--- src/rtl/rat_io_port_hub_if.sv ---
// CPU port bus between the RAT core and the I/O hub.
// Handshake: io_strb qualifies a one-cycle write of out_port to port_id; reads need no
// handshake, since in_port follows port_id combinationally. intr is a one-cycle pulse.
interface rat_io_port_hub_if;
    logic [7:0] port_id;
    logic [7:0] out_port;
    logic       io_strb;
    logic [7:0] in_port;
    logic       intr;

    modport master (
        output port_id,
        output out_port,
        output io_strb,
        input  in_port,
        input  intr
    );

    modport slave (
        input  port_id,
        input  out_port,
        input  io_strb,
        output in_port,
        output intr
    );
endinterface

--- src/rtl/rat_io_port_hub.sv ---
// RAT CPU I/O hub: output registers, input channels, keyboard scancode FIFO with
// interrupt, and a framebuffer write port with optional address auto-increment.
module rat_io_port_hub #(
    parameter int         NUM_OUT    = 4,
    parameter logic [7:0] OUT_BASE   = 8'h40,
    parameter int         NUM_IN     = 4,
    parameter logic [7:0] IN_BASE    = 8'h20,
    parameter int         FIFO_DEPTH = 8,
    parameter int         FB_X_MAX   = 79,
    parameter int         FB_Y_MAX   = 59
) (
    input  logic                  clk,
    input  logic                  rst_n,
    rat_io_port_hub_if.slave      bus,
    input  logic [8*NUM_IN-1:0]   in_data,
    output logic [8*NUM_OUT-1:0]  out_regs,
    input  logic                  kbd_valid,
    input  logic [7:0]            kbd_code,
    output logic [12:0]           fb_wa,
    output logic [7:0]            fb_wd,
    output logic                  fb_we,
    input  logic [7:0]            fb_rd
);

    localparam logic [7:0] KBD_DATA = 8'h44;
    localparam logic [7:0] KBD_STAT = 8'h45;
    localparam logic [7:0] CTRL     = 8'h46;
    localparam logic [7:0] FB_Y     = 8'h90;
    localparam logic [7:0] FB_X     = 8'h91;
    localparam logic [7:0] FB_COLOR = 8'h92;
    localparam logic [7:0] FB_READ  = 8'h93;

    localparam int AW = $clog2(FIFO_DEPTH);
    localparam int CW = AW + 1;
    localparam logic [CW-1:0] FULL_COUNT = CW'(FIFO_DEPTH);
    localparam logic [6:0]    X_MAX      = 7'(FB_X_MAX);
    localparam logic [5:0]    Y_MAX      = 6'(FB_Y_MAX);

    // ---------------- write decode ----------------
    logic               wr_kbd_data, wr_kbd_stat, wr_ctrl;
    logic               wr_fb_y, wr_fb_x, wr_fb_color;
    logic [NUM_OUT-1:0] out_wr;

    assign wr_kbd_data = bus.io_strb && (bus.port_id == KBD_DATA);
    assign wr_kbd_stat = bus.io_strb && (bus.port_id == KBD_STAT);
    assign wr_ctrl     = bus.io_strb && (bus.port_id == CTRL);
    assign wr_fb_y     = bus.io_strb && (bus.port_id == FB_Y);
    assign wr_fb_x     = bus.io_strb && (bus.port_id == FB_X);
    assign wr_fb_color = bus.io_strb && (bus.port_id == FB_COLOR);

    always_comb begin
        out_wr = '0;
        for (int k = 0; k < NUM_OUT; k++) begin
            out_wr[k] = bus.io_strb && (bus.port_id == OUT_BASE + 8'(k));
        end
    end

    always_ff @(posedge clk or negedge rst_n) begin
        if (!rst_n) begin
            out_regs <= '0;
        end else begin
            for (int k = 0; k < NUM_OUT; k++) begin
                if (out_wr[k]) out_regs[8*k +: 8] <= bus.out_port;
            end
        end
    end

    // ---------------- control register ----------------
    logic int_en;
    logic auto_inc;

    always_ff @(posedge clk or negedge rst_n) begin
        if (!rst_n) begin
            int_en   <= 1'b0;
            auto_inc <= 1'b0;
        end else if (wr_ctrl) begin
            int_en   <= bus.out_port[0];
            auto_inc <= bus.out_port[1];
        end
    end

    // ---------------- keyboard FIFO ----------------
    logic [7:0]    fifo_mem [FIFO_DEPTH];
    logic [AW-1:0] wr_ptr, rd_ptr;
    logic [CW-1:0] count, count_next;
    logic          empty, full, do_push, do_pop, ovf_set, int_fire;
    logic          overflow, intr_q;
    logic [7:0]    kbd_head;

    assign empty    = (count == '0);
    assign full     = (count == FULL_COUNT);
    assign do_pop   = wr_kbd_data && !empty;
    // A pop in the same cycle frees the slot, so a full FIFO still accepts the push.
    assign do_push  = kbd_valid && (!full || do_pop);
    assign ovf_set  = kbd_valid && full && !do_pop;
    assign kbd_head = empty ? 8'h00 : fifo_mem[rd_ptr];

    always_comb begin
        count_next = count;
        if (do_push && !do_pop)      count_next = count + CW'(1);
        else if (!do_push && do_pop) count_next = count - CW'(1);
    end

    assign int_fire = int_en && ((do_push && empty) || (do_pop && (count_next != '0)));

    always_ff @(posedge clk) begin
        if (do_push) fifo_mem[wr_ptr] <= kbd_code;
    end

    always_ff @(posedge clk or negedge rst_n) begin
        if (!rst_n) begin
            wr_ptr   <= '0;
            rd_ptr   <= '0;
            count    <= '0;
            overflow <= 1'b0;
            intr_q   <= 1'b0;
        end else begin
            if (do_push) wr_ptr <= wr_ptr + AW'(1);
            if (do_pop)  rd_ptr <= rd_ptr + AW'(1);
            count  <= count_next;
            intr_q <= int_fire;
            // A drop in the same cycle as a status write leaves the flag set.
            if (ovf_set)          overflow <= 1'b1;
            else if (wr_kbd_stat) overflow <= 1'b0;
        end
    end

    assign bus.intr = intr_q;

    // ---------------- framebuffer port ----------------
    logic [6:0] fb_x;
    logic [5:0] fb_y;
    logic       step;
    logic       x_wrap;

    assign step   = fb_we && auto_inc;
    assign x_wrap = (fb_x >= X_MAX);

    always_ff @(posedge clk or negedge rst_n) begin
        if (!rst_n) begin
            fb_we <= 1'b0;
            fb_wd <= 8'h00;
            fb_x  <= '0;
            fb_y  <= '0;
        end else begin
            fb_we <= wr_fb_color;
            if (wr_fb_color) fb_wd <= bus.out_port;
            // Explicit coordinate loads take priority over the auto-increment step.
            if (wr_fb_x)      fb_x <= bus.out_port[6:0];
            else if (step)    fb_x <= x_wrap ? 7'd0 : fb_x + 7'd1;
            if (wr_fb_y)             fb_y <= bus.out_port[5:0];
            else if (step && x_wrap) fb_y <= (fb_y >= Y_MAX) ? 6'd0 : fb_y + 6'd1;
        end
    end

    assign fb_wa = {fb_y, fb_x};

    // ---------------- read mux ----------------
    logic [7:0] rd_data;

    always_comb begin
        rd_data = 8'h00;
        for (int k = 0; k < NUM_IN; k++) begin
            if (bus.port_id == IN_BASE + 8'(k)) rd_data = in_data[8*k +: 8];
        end
        case (bus.port_id)
            KBD_DATA: rd_data = kbd_head;
            KBD_STAT: rd_data = {overflow, 4'b0000, auto_inc, full, !empty};
            CTRL:     rd_data = {6'b000000, auto_inc, int_en};
            FB_READ:  rd_data = fb_rd;
            default:  ;
        endcase
    end

    assign bus.in_port = rd_data;

endmodule

--- src/flat_wrapper.sv ---
// flat-port wrapper written by rule: the top's interface ports become plain ports
module rat_io_port_hub_flat 
#(
    parameter int         NUM_OUT    = 4,
    parameter logic [7:0] OUT_BASE   = 8'h40,
    parameter int         NUM_IN     = 4,
    parameter logic [7:0] IN_BASE    = 8'h20,
    parameter int         FIFO_DEPTH = 8,
    parameter int         FB_X_MAX   = 79,
    parameter int         FB_Y_MAX   = 59
)
  (clk, rst_n, in_data, out_regs, kbd_valid, kbd_code, fb_wa, fb_wd, fb_we, fb_rd, bus_port_id, bus_out_port, bus_io_strb, bus_in_port, bus_intr);
  rat_io_port_hub_if bus_i ();
  input  logic clk;
  input  logic rst_n;
  input  logic [8*NUM_IN-1:0] in_data;
  output logic [8*NUM_OUT-1:0] out_regs;
  input  logic kbd_valid;
  input  logic [7:0] kbd_code;
  output logic [12:0] fb_wa;
  output logic [7:0] fb_wd;
  output logic fb_we;
  input  logic [7:0] fb_rd;
  input wire logic [$bits(bus_i.port_id)-1:0] bus_port_id;
  input wire logic [$bits(bus_i.out_port)-1:0] bus_out_port;
  input wire logic [$bits(bus_i.io_strb)-1:0] bus_io_strb;
  output wire logic [$bits(bus_i.in_port)-1:0] bus_in_port;
  output wire logic [$bits(bus_i.intr)-1:0] bus_intr;
  assign bus_i.port_id = bus_port_id;
  assign bus_i.out_port = bus_out_port;
  assign bus_i.io_strb = bus_io_strb;
  assign bus_in_port = bus_i.in_port;
  assign bus_intr = bus_i.intr;
  rat_io_port_hub #(.NUM_OUT(NUM_OUT), .OUT_BASE(OUT_BASE), .NUM_IN(NUM_IN), .IN_BASE(IN_BASE), .FIFO_DEPTH(FIFO_DEPTH), .FB_X_MAX(FB_X_MAX), .FB_Y_MAX(FB_Y_MAX)) u_core (.clk(clk), .rst_n(rst_n), .bus(bus_i), .in_data(in_data), .out_regs(out_regs), .kbd_valid(kbd_valid), .kbd_code(kbd_code), .fb_wa(fb_wa), .fb_wd(fb_wd), .fb_we(fb_we), .fb_rd(fb_rd));
endmodule
--- config.mk ---
export PLATFORM = sky130hd
export DESIGN_NAME = rat_io_port_hub_flat
export DESIGN_NICKNAME = d
export VERILOG_FILES = /design/src/rtl/rat_io_port_hub_if.sv /design/src/rtl/rat_io_port_hub.sv /design/src/flat_wrapper.sv
export SDC_FILE = /design/constraint.sdc
export NUM_CORES = 1
export LEC_CHECK = 0
export CORE_ASPECT_RATIO = 0.7
export CORE_MARGIN = 1.5
export CORE_UTILIZATION = 42
export DETAILED_ROUTE_END_ITERATION = 6
export GPL_TIMING_DRIVEN = 0
export PLACE_DENSITY = 0.68
export SYNTH_ARGS = -nofsm -noshare
export SYNTH_HDL_FRONTEND = slang
export SYNTH_SLANG_ARGS = --single-unit
--- constraint.sdc ---
create_clock -name clk -period 3.4 [get_ports clk]
set_input_delay 0.51 -clock clk [delete_from_list [all_inputs] [get_ports clk]]
set_output_delay 0.51 -clock clk [all_outputs]
set_load 0.02 [all_outputs]
* Word-level counts from Yosys, hierarchy flattened
Memory sizes are Yosys's and may differ from the RTL's.
Cells that the tools add are included.
Widths: inputs -> output; s select.
** Cells by class
- Order comparisons :: 2
- $add $sub $neg :: 6
- Muxes and demuxes :: 18
- Equal/unequal tests :: 16
- Reduce and logical (&&, ||, !) cells :: 32
** Operators by type and width (number)
- $eq 8x7->1 const B :: 7
- $mux 8 :: 5
- $eq 8x6->1 const B :: 4
- $eq 8x8->1 const B :: 4
- $pmux 8 s4 :: 1
- $logic_and 1x1->1 :: 21
- $mux 7 :: 3
- $mux 6 :: 3
- $mux 4 :: 2
- $add 7x1->7 const B :: 1
- $ge 7x7->1 const B :: 1
- $add 3x1->3 const B :: 2
- $add 6x1->6 const B :: 1
- $ge 6x6->1 const B :: 1
- $reduce_bool 2->1 :: 3
- $add 4x1->4 const B :: 1
- $eq 4x4->1 const B :: 1
- $logic_not 1->1 :: 4
- $logic_not 4->1 :: 1
- $mux 1 :: 4
- $reduce_bool 4->1 :: 1
- $sub 4x1->4 const B :: 1
- $logic_or 1x1->1 :: 2
** Word-level totals
- RAM bits :: 64
- Input port bits :: 68
- Word-level logic and storage cells :: 90
- Register bits after elaboration :: 68
- Memories kept :: 1
** Memory list
- u_core.fifo_mem :: words 8, bits a word 8, read ports 1, clocked after memory_dff 0, wr ports 1, RTL line rat_io_port_hub.sv:83 : logic [7:0] fifo_mem [FIFO_DEPTH];

* Logic depth before layout (Yosys ltp)
Gate-level depths: netlist of run 1.
- Depth after elaboration :: 13
- Mapped depth :: 9

* Worst setup path after synthesis of run 1
Ideal clock, no wire load.
- Path kind :: input-to-reg
- From :: in bus_port_id[5]
- To :: mem u_core.fifo_mem[1][0] (enable)
- Setup time :: 0.383 ns
- Buffers on the path :: 0
- Stages :: 5
- Arrival :: 2.445 ns
- Required time :: 3.017 ns
- Slack :: 0.572 ns
- Cells stage by stage :: nor4b_1 nand4_1 a21boi_0 nand2_1 nor3_1
** On the way
- Word-level cells in the longest chain between the ends :: 7
** RTL lines
- start: declaration :: RTL line flat_wrapper.sv:24 : input wire logic [$bits(bus_i.port_id)-1:0] bus_port_id;
- $eq 8x7->1 :: RTL line rat_io_port_hub.sv:44 : assign wr_kbd_data = bus.io_strb && (bus.port_id == KBD_DATA);
- $logic_and 1x1->1 :: RTL line rat_io_port_hub.sv:44
- $logic_and 1x1->1 :: RTL line rat_io_port_hub.sv:92 : assign do_pop = wr_kbd_data && !empty;
- $logic_or 1x1->1 :: RTL line rat_io_port_hub.sv:94 : assign do_push = kbd_valid && (!full || do_pop);
- $logic_and 1x1->1 :: RTL line rat_io_port_hub.sv:94
- $mux 1 :: RTL line rat_io_port_hub.sv:107 : if (do_push) fifo_mem[wr_ptr] <= kbd_code;
- $mux 1 (implied by the code) :: RTL line rat_io_port_hub.sv:107
- end: declaration :: RTL line rat_io_port_hub.sv:83
No other way between the ends.

* Final worst setup path of run 1
- From :: in bus_port_id[3]
- To :: out bus_in_port[7]
** On the way
- Word-level cells in the longest chain between the ends :: 6
** RTL lines
- $eq 8x6->1 :: RTL line rat_io_port_hub.sv:164 : if (bus.port_id == IN_BASE + 8'(k)) rd_data = in_data[8*k +: 8];
- $mux 8 (4 in a row) :: RTL line rat_io_port_hub.sv:164
- $pmux 8 s4 (*) :: RTL line rat_io_port_hub.sv:166 : case (bus.port_id)
- end: declaration :: RTL line flat_wrapper.sv:27 : output wire logic [$bits(bus_i.in_port)-1:0] bus_in_port;
Mark *: on every way between the ends. The rest lies on a longest branch, timed or not.

==> results of run 1 <==
synthesized netlist by cell type (5+ instances only):
master and count:
o21ai_0 15, clkbuf_1 9, nor3_1 11, edfxtp_1 64
a22oi_1 8, nand3_1 8, mux2_2 35, ha_1 6
nand2b_1 5, mux4_2 22, dfrtp_1 68, nor2_1 25
and3_1 6, nand2_1 58, a21oi_1 14, mux2i_1 11
stage by stage:
step	cell area [sq um]	instances	setup WS (ps)	hold slack (ps)	total power, mW
after CTS	8210	788	4.39	223	4.62
after floorplan	5990	435	572	214	2.45
after detailed placement	7540	755	-896	472	2.79
after global placement	7530	755	-925	467	2.74
after global routing	8260	788	-12.1	262	4.81
final	8260	788	77.1	191	4.63
cell families (layout without fill, tap and decap cells):
group	count (synthesis)	after routing	share of synthesized area, %
mux	68	68	16.7
fa+ha+maj	6	6	1.25
simple gates	141	141	11.9
xor+xnor	6	6	1.00
buf+inv	17	180	1.11
compound gates	65	65	7.58
flops	132	132	60.4
critical path: stages:
cell and delay, ps:
clkdlybuf4s50_1 560, nor3_4 270, nand3_1 200, nor3_4 270
a22o_1 200, a21oi_1 50, o21ai_1 120, clkdlybuf4s50_1 630
power by group through the flow:
stage                     Sequential (mW)  Combinational (mW)  Clock, mW
after global placement               2.02               0.722          0
after floorplan                      2.04               0.407          0
final                                2.03               0.770       1.82
after CTS                            2.02               0.751       1.84
after detailed placement             2.04               0.752          0
after global routing                 2.05               0.837       1.92
flip-flops by register name (all words and copies together), names as in the netlist:
| signal | cells |
|---|---|
| u_core.auto_inc | 1 |
| u_core.bus.intr | 1 |
| u_core.count | 4 |
| u_core.fb_wd | 8 |
| u_core.fb_we | 1 |
| u_core.fb_x | 7 |
| u_core.fb_y | 6 |
| u_core.fifo_mem | 64 |
| u_core.int_en | 1 |
| u_core.out_regs | 32 |
| u_core.overflow | 1 |
| u_core.rd_ptr | 3 |
| u_core.wr_ptr | 3 |
per-layer routing:
metal	share of wire, %	routed length (um)	vias to the layer above	track usage, %
met5	0	0	-	0
met4	2.2	356	0	8.40
met3	6.3	1020	30	6.46
met2	47	7680	169	34.6
met1	44	7130	2197	29.6
li1	-	-	1994	-
repair_timing:
action	4_1_cts	5_1_grt
pin swaps	1	2
setup endpoints to repair	58	40
gates cloned	0	0
setup buffers	2	0
resized for setup	20	16
worst min path at each step:
stage	end	depth (start not counted)	startpoint	slack, ps
2_1_floorplan	u_core.auto_inc	0	rst_n	210
3_3_place_gp	u_core.fb_wd[7]	2	u_core.fb_wd[7]	470
3_5_place_dp	u_core.fb_wd[3]	2	u_core.fb_wd[3]	470
4_1_cts	u_core.rd_ptr[2]	1	rst_n	220
5_1_grt	u_core.fb_x[1]	1	rst_n	260
6_report	u_core.fb_x[0]	1	rst_n	190
area by class of cell:
type / count / area (sq um)
tap: 190 / 238
inverter: 4 / 15.0
buffer: 12 / 66.3
multi-input combinational: 286 / 2400
clock buffer: 18 / 439
clock inverter: 14 / 153
sequential: 132 / 3620
timing repair buffer: 132 / 1320
fill: 1062 / 5660
==> summary by stage, run 1 <==
Clocking
The number of clock buffers added by TritonCTS is 17. The sink count of the clock tree is between 100 and 150. The clock-pin slew on the worst setup and hold paths is 60 ps. The depth of the CTS H-tree is 4. TritonCTS built the clock tree. The number of hold-repair buffers added at the cts stage is 0.

Clock latency on the worst-skew pair, taken at its later pin, is 420 ps. The buffer cell driving the clock tree root is clkbuf_16. The number of buffers on the longest clock path is 2.

Timing
The final setup violation count is 0. The highest clock frequency the design can meet is ~300 MHz. Setup repair after global routing could not meet its margin everywhere.

The routed design could run at a clock period as short as 3320 ps. The clock tree skew after final layout is 8.98 ps. The count of final max-slew check failures is 0.

The final hold violation count was 0. Adding up every negative setup slack in the final design gives 0 ps. The relative slew slack is 20.6%. At the pin with the least slew margin, the transition time is between 1000 and 1500 ps. Of the available clock period, the critical path in the final layout requires 97.7%.

Yosys
The share of synthesized area occupied by flip-flops and latches is 60.4%. The synthesized design contains 64 enable-type register cells. After technology mapping, the gate count stands at between 400 and 500. After synthesis, the mean cell area works out to 13.8 sq um.

The flip-flop and latch count after synthesis is 132. Of all flip-flops after synthesis, the portion carrying an async set or reset was 51.5%. The net count after synthesis is 509. Synthesis instantiated around 60 different standard cells from the library.

The most used flip-flop cell after synthesis is dfrtp_1. After synthesis the cells add up to roughly 6000 sq um. The synthesized design spends more area on one cell type than any other, namely edfxtp_1. The top cell type's share of synthesized area is 32.1%.

The total of warnings raised by yosys is 0. Sorting the synthesized cells by area gives the leading types as edfxtp_1 32%, dfrtp_1 28%, mux4_2 8.3%.

Setup path
The endpoint class of the critical path is a primary output. The capture point of the worst reg-to-reg path is u_core.fifo_mem[4][5]. The length in cells of the worst reg-to-reg path is 7. STA classifies the critical path startpoint as a primary input.

The critical path is of the primary input to primary output type. Of all nets on the critical path, the largest fanout is 5. The launch point of the critical path is bus_port_id[3].

Across all register-to-register paths, the minimum setup slack is roughly 220 ps. At the worst endpoint, the required time is ~2900 ps. The last element of the critical path is bus_in_port[7]. The arrival time of data at the critical path endpoint is 2810 ps. The startpoint identified for the worst register-to-register timing path is u_core.count[0].

Pwr
The leakage power is 3.27 nW. The switching power share of the total is 28.6%. For this design the total switching power over the nets is 1.32 mW. The portion of total power attributed to combinational logic is 16.6%. The internal power of the cells totals 3.30 mW.

The clock network accounts for 39.4% of the total power. The worst-case vdd ir drop is 352 uV. For this design the ratio of total power to cell area is 560 nW/um^2. The sequential cell fraction of total power is between 40% and 50%.

Final layout
At the end of the flow the core is filled with cells to 59.4%. The final layout contains between 600 and 700 nets. The most common cell after layout, fill and taps aside is clkdlybuf4s50_1.

The area growth from synthesis to layout is 37.8%. The repair_antennas step left the layout with diodes totalling 0. The top cell types in the final layout, fill and taps aside, are 121 x clkdlybuf4s50_1, 68 x dfrtp_1, 64 x edfxtp_1. The fraction of layout cells with a size suffix above 1 is 20.7%.

Die
The initial utilization of the core area, before any placement, comes to 43.1%. The overall die height is 103 um. The core region is between 10000 and 15000 sq um. The area of the die is 15000 sq um.

131 I/O pins were placed. The floorplan has 36 rows. The width of the chip is around 150 um.

Detailed routing
The total via count after detailed routing is 4390. The via density per instance is 5.57. After detailed routing, the average wire length per cell comes to 20.5 um. The number of optimization iterations in the first detailed-route pass is 5. The detail route stage leaves a number of antenna-violating nets equal to 0. Wires add up to around 16 mm. The residual DRC count is 0. The detailed router finished its first iteration with 384 violations.

Placement
Detailed placement finished with a half-perimeter wire length of 11.7 mm. At the end of routability-driven placement, the weighted congestion stood at 0.870. In this run the tool buffered the top-level ports with 130 buffer cells.

Global routing
The first-pass GRT wire length is 24.4 mm. The via count of the first global-routing pass is 4299. The maximum number of pins on one net before global-route repair is 69. The number of antenna violations at the first check in global routing came to 0. The overall routing resource usage is between 20 and 25%. For this run the aggregate overflow at the end of global routing stands at 0.

Job
The tool flagged a number of max-cap violations equal to 0.

Worst hold path
The worst hold path belongs to the class primary input to async pin.

Run status
The flow ran to the end, and the final reports show no timing, DRC or antenna violations.
Note: power is estimated with default switching activity, not from simulation.
==> inputs of run 2 (changes only) <==
--- a/config.mk
+++ b/config.mk
@@ -5,12 +5,13 @@
 export SDC_FILE = /design/constraint.sdc
 export NUM_CORES = 1
 export LEC_CHECK = 0
+export ABC_CLOCK_PERIOD_IN_PS = 3700
 export CORE_ASPECT_RATIO = 0.7
 export CORE_MARGIN = 1.5
-export CORE_UTILIZATION = 42
+export CORE_UTILIZATION = 51
 export DETAILED_ROUTE_END_ITERATION = 6
 export GPL_TIMING_DRIVEN = 0
-export PLACE_DENSITY = 0.68
+export PLACE_DENSITY = 0.8
 export SYNTH_ARGS = -nofsm -noshare
 export SYNTH_HDL_FRONTEND = slang
 export SYNTH_SLANG_ARGS = --single-unit
==> constraint.sdc (replaced) <==
create_clock -name clk -period 3.7 [get_ports clk]
set_input_delay 0.555 -clock clk [delete_from_list [all_inputs] [get_ports clk]]
set_output_delay 0.555 -clock clk [all_outputs]
set_load 0.02 [all_outputs]
==> run 2 against run 1 <==
Sequential share of layout area rose by 0.80 points. Sequential cell count did not move. Final area fell by 1.8%. Hold slack improved by 56 ps. Non-clock buffer count rose by 2. Largest cell class unchanged. Critical endpoint is now bus_in_port[2]. Sequential power fell by 9%. Largest power group unchanged. Combinational power fell by 8.7%. First-iteration DRC count rose by 27%. Die area fell by 17%. Core utilization rose by 13 points.
==> summary by stage, run 2 (synthesis gave the netlist of run 1 again) <==
Run status
Run status: completed (unchanged).

Placement
The routability congestion estimate is 0.852 (was 0.870). The area after detailed placement is 7500 sq um (was 7540 sq um). The worst setup timing slack at the placement stage came to -571 ps (was -896 ps).

The total of buffers placed on input and output ports was 130 (unchanged). The total placed cells including tap cells is 720 (was 755). The post-DP HPWL was 11.2 mm (was 11.7 mm).

Final layout
The number of inserted diodes was 0 (unchanged). The most common cell after layout, fill and taps aside is clkdlybuf4s50_1 (unchanged). Commonest cells after routing, fill and taps aside: 129 x clkdlybuf4s50_1, 68 x dfrtp_1, 64 x edfxtp_1 (was 121 x clkdlybuf4s50_1, 68 x dfrtp_1, 64 x edfxtp_1).

The final design instance area without fill came to 8110 sq um (was 8260 sq um). The final cell count without fillers is 753 (was 788). The largest register by flop count was u_core.fifo_mem (unchanged). The number of inserted filler cells in the final layout is 724 (was 1062).

The final cell utilization of the core is 72.4% (was 59.4%). The area occupied by multi-input gates came to 2340 sq um (was 2400 sq um). The area taken by flip-flops and latches is 3620 sq um (unchanged).

The area growth from synthesis to layout is 35.3% (was 37.8%). The fraction of layout cells with a size suffix above 1 is 18.8% (was 20.7%). The number of flip-flops in the largest register is 64 (unchanged). Regs by FF count: u_core.fifo_mem (64), u_core.out_regs (32), u_core.fb_wd (8) (unchanged). The final net count is 661 (was 659).

Clocking
The number of hold-repair buffers added at the cts stage was 0 (unchanged). The depth of the CTS H-tree came to 4 (unchanged). The sink count of the clock tree is 132 (unchanged). The clock insertion delay at the later pin of the skew report is 420 ps (about the same).

The total CTS buffers came to 17 (unchanged). The CTS tree is built (unchanged). The buffer cell driving the clock tree root is clkbuf_16 (unchanged). The clock-pin slew on the worst setup and hold paths was 60 ps (about the same).

The number of buffers on the longest clock path is 2 (unchanged).

Setup path
The slowest cell on the critical path is clkdlybuf4s50_1 (unchanged). The internal reg-to-reg setup slack came to 510 ps (was 220 ps). The launching element type of the critical path is a flip-flop (was primary input). The arrival time of data at the critical path endpoint is 3090 ps (was 2810 ps). Cell breakdown of the critical path: clkbuf_1 -> clkbuf_1 -> mux4_2 -> mux2i_1 -> o21ai_0 -> clkdlybuf4s50_1 (was clkdlybuf4s50_1 -> nor3_4 -> nand3_1 -> nor3_4 -> a22o_1 -> a21oi_1 -> o21ai_1 -> clkdlybuf4s50_1). The category of the critical setup timing path is flip-flop to primary output (was primary input to primary output). The length in cells of the worst reg-to-reg path is 8 (was 7).

The startpoint of the worst-slack reg-to-reg timing path is u_core.count[0] (unchanged). The capture point of the worst reg-to-reg path is u_core.fifo_mem[3][6] (was u_core.fifo_mem[4][5]). The cell class contributing the biggest share of worst-path delay is buffers and inverters (unchanged).

The endpoint class of the critical path is a primary output (unchanged). The largest stage delay on the critical path is 640 ps (was 630 ps). Counting stages on the worst path, the most repeated cell is clkbuf_1. The total buffers and inverters traversed by the critical path was 3 (was 2). The endpoint required time on the critical path came to 3140 ps (was 2890 ps). The largest fanout on the critical path was 10 (was 5).

Timing
The share of the cycle needed by the critical path after routing is a little over nine tenths. The count of final max-slew check failures is 0 (unchanged). The highest clock frequency the design can meet is 274 MHz.

The worst hold slack after final layout is 247 ps (was 191 ps). Setup repair after global routing missed its margin: yes (unchanged). The relative slew slack is 26.2% (was 20.6%).

The final hold violation count is 0 (unchanged). The setup total negative slack is 0 ps (unchanged). The minimum setup slack in the final design is 54.6 ps (was 77.1 ps).

The time the final worst path needs with I/O delays and setup is 3650 ps. The final setup violation count is 0 (unchanged). The clock tree skew after final layout is 7.84 ps (was 8.98 ps). The transition time at the pin with the least slew margin came to 1100 ps (was 1180 ps).

Pwr
The total design power came to 4.13 mW (was 4.63 mW). The leakage power was 3.14 nW (was 3.27 nW). The worst-case vdd ir drop came to 382 uV (was 352 uV).

The areal power density over the cells is 509 nW/um^2 (was 560 nW/um^2).

Global routing
The maximum number of pins on one net before global-route repair is 69 (unchanged). The number of antenna violations at the first check in global routing came to 0 (unchanged). The via count of the first global-routing pass was 4325 (was 4299). The overall routing resource usage is 26.3% (was 22.1%). The first-pass GRT wire length is 24.1 mm (was 24.4 mm). The leftover overflow at the end of global routing is 0 (unchanged).

Detailed routing
The detailed router's first-iteration violation count is 488 (was 384). The post-detailed-routing wire length was 15.9 mm (was 16.2 mm). The total via count after detailed routing is 4486 (was 4390). The number of optimization iterations in the first detailed-route pass is 6 (was 5). The residual DRC count is 0 (unchanged). The via density per instance is 5.96 (was 5.57). The wire length per cell is 21.1 um (was 20.5 um). The remaining antenna violation count came to 0 (unchanged).

Die
The area of the die was 12400 sq um (was 15000 sq um). The area of the core came to 11200 sq um (was 13900 sq um). The initial standard-cell utilization of the core came to 53.5% (was 43.1%). The width of the chip is 133 um (was 146 um). The cell row count came to 32 (was 36). The number of primary I/O pins is 131 (unchanged). The overall die height is 93.7 um (was 103 um).

Worst hold path
The type of the tightest min-delay check is primary input to async pin (unchanged).

Job
The count of max-cap constraint violations is 0 (unchanged).
-- run 2: changes by cell type in the layout (fill, tap and decap cells not counted), sizes merged --
cell           before  now
clkdlybuf4s50     121  129
inv                13   15
dlygate4sd2         3    0
dlymetal6s2s        5    0
clkinv              3    2
clkinvlp            1    2
bufinv              1    0
buf                 7    6
clkbuf             26   28
-- run 2: worst reg2reg max path: cells and delay by family (launching register included) --
kind                       cells  cell delay (ps)
AOI/OAI and AO/OA              1              560
adders and majority gates      1              240
and+or+nand+nor                4             1280
buffers and inverters          2              380
DFF                            1              340
-- run 2: area by class of cell --
class / count / area share [%]
clock inverters: 15 / 1.65
multi-input cells: 286 / 28.9
flip-flops and latches: 132 / 44.7
inverters: 4 / 0.185
repair buffers: 133 / 16.3
plain buffers: 13 / 0.725
clock buffers: 17 / 5.24
well taps: 153 / 2.36
-- run 2: layer usage --
metal / vias up / GRT usage (%) / share of wire [%]
li1: 1990 / - / -
met1: 2241 / 37.1 / 43
met2: 238 / 40.8 / 47
met3: 17 / 5.99 / 8.6
met4: 0 / 8.79 / 1.3
met5: - / 0 / 0
-- run 2: where the power goes --
group / leakage, nW / internal, mW / switching [mW]
Sequential: 1.47 / 1.73 / 0.112
Combinational: 1.40 / 0.327 / 0.375
Clock: 0.273 / 0.887 / 0.697
-- run 2: timing repair --
| action | 4_1_cts | 5_1_grt |
|---|---|---|
| resized for setup | 5 | 5 |
| pin swaps | 0 | 1 |
| buffers inserted | 0 | 1 |
| endpoints found under the setup margin | 8 | 18 |
-- run 2: how the worst max path moves through the flow --
stage | from | to | slack, ps | cells after the start
final | u_core.rd_ptr[1] | bus_in_port[2] | 50 | 6
after global routing | u_core.rd_ptr[1] | bus_in_port[2] | -60 | 6
after CTS | bus_port_id[0] | bus_in_port[0] | -70 | 7
after detailed placement | bus_port_id[0] | bus_in_port[0] | -570 | 7
after global placement | bus_port_id[5] | u_core.fifo_mem[1][3] | -560 | 6
after floorplan | bus_port_id[5] | u_core.fifo_mem[1][0] | 830 | 5
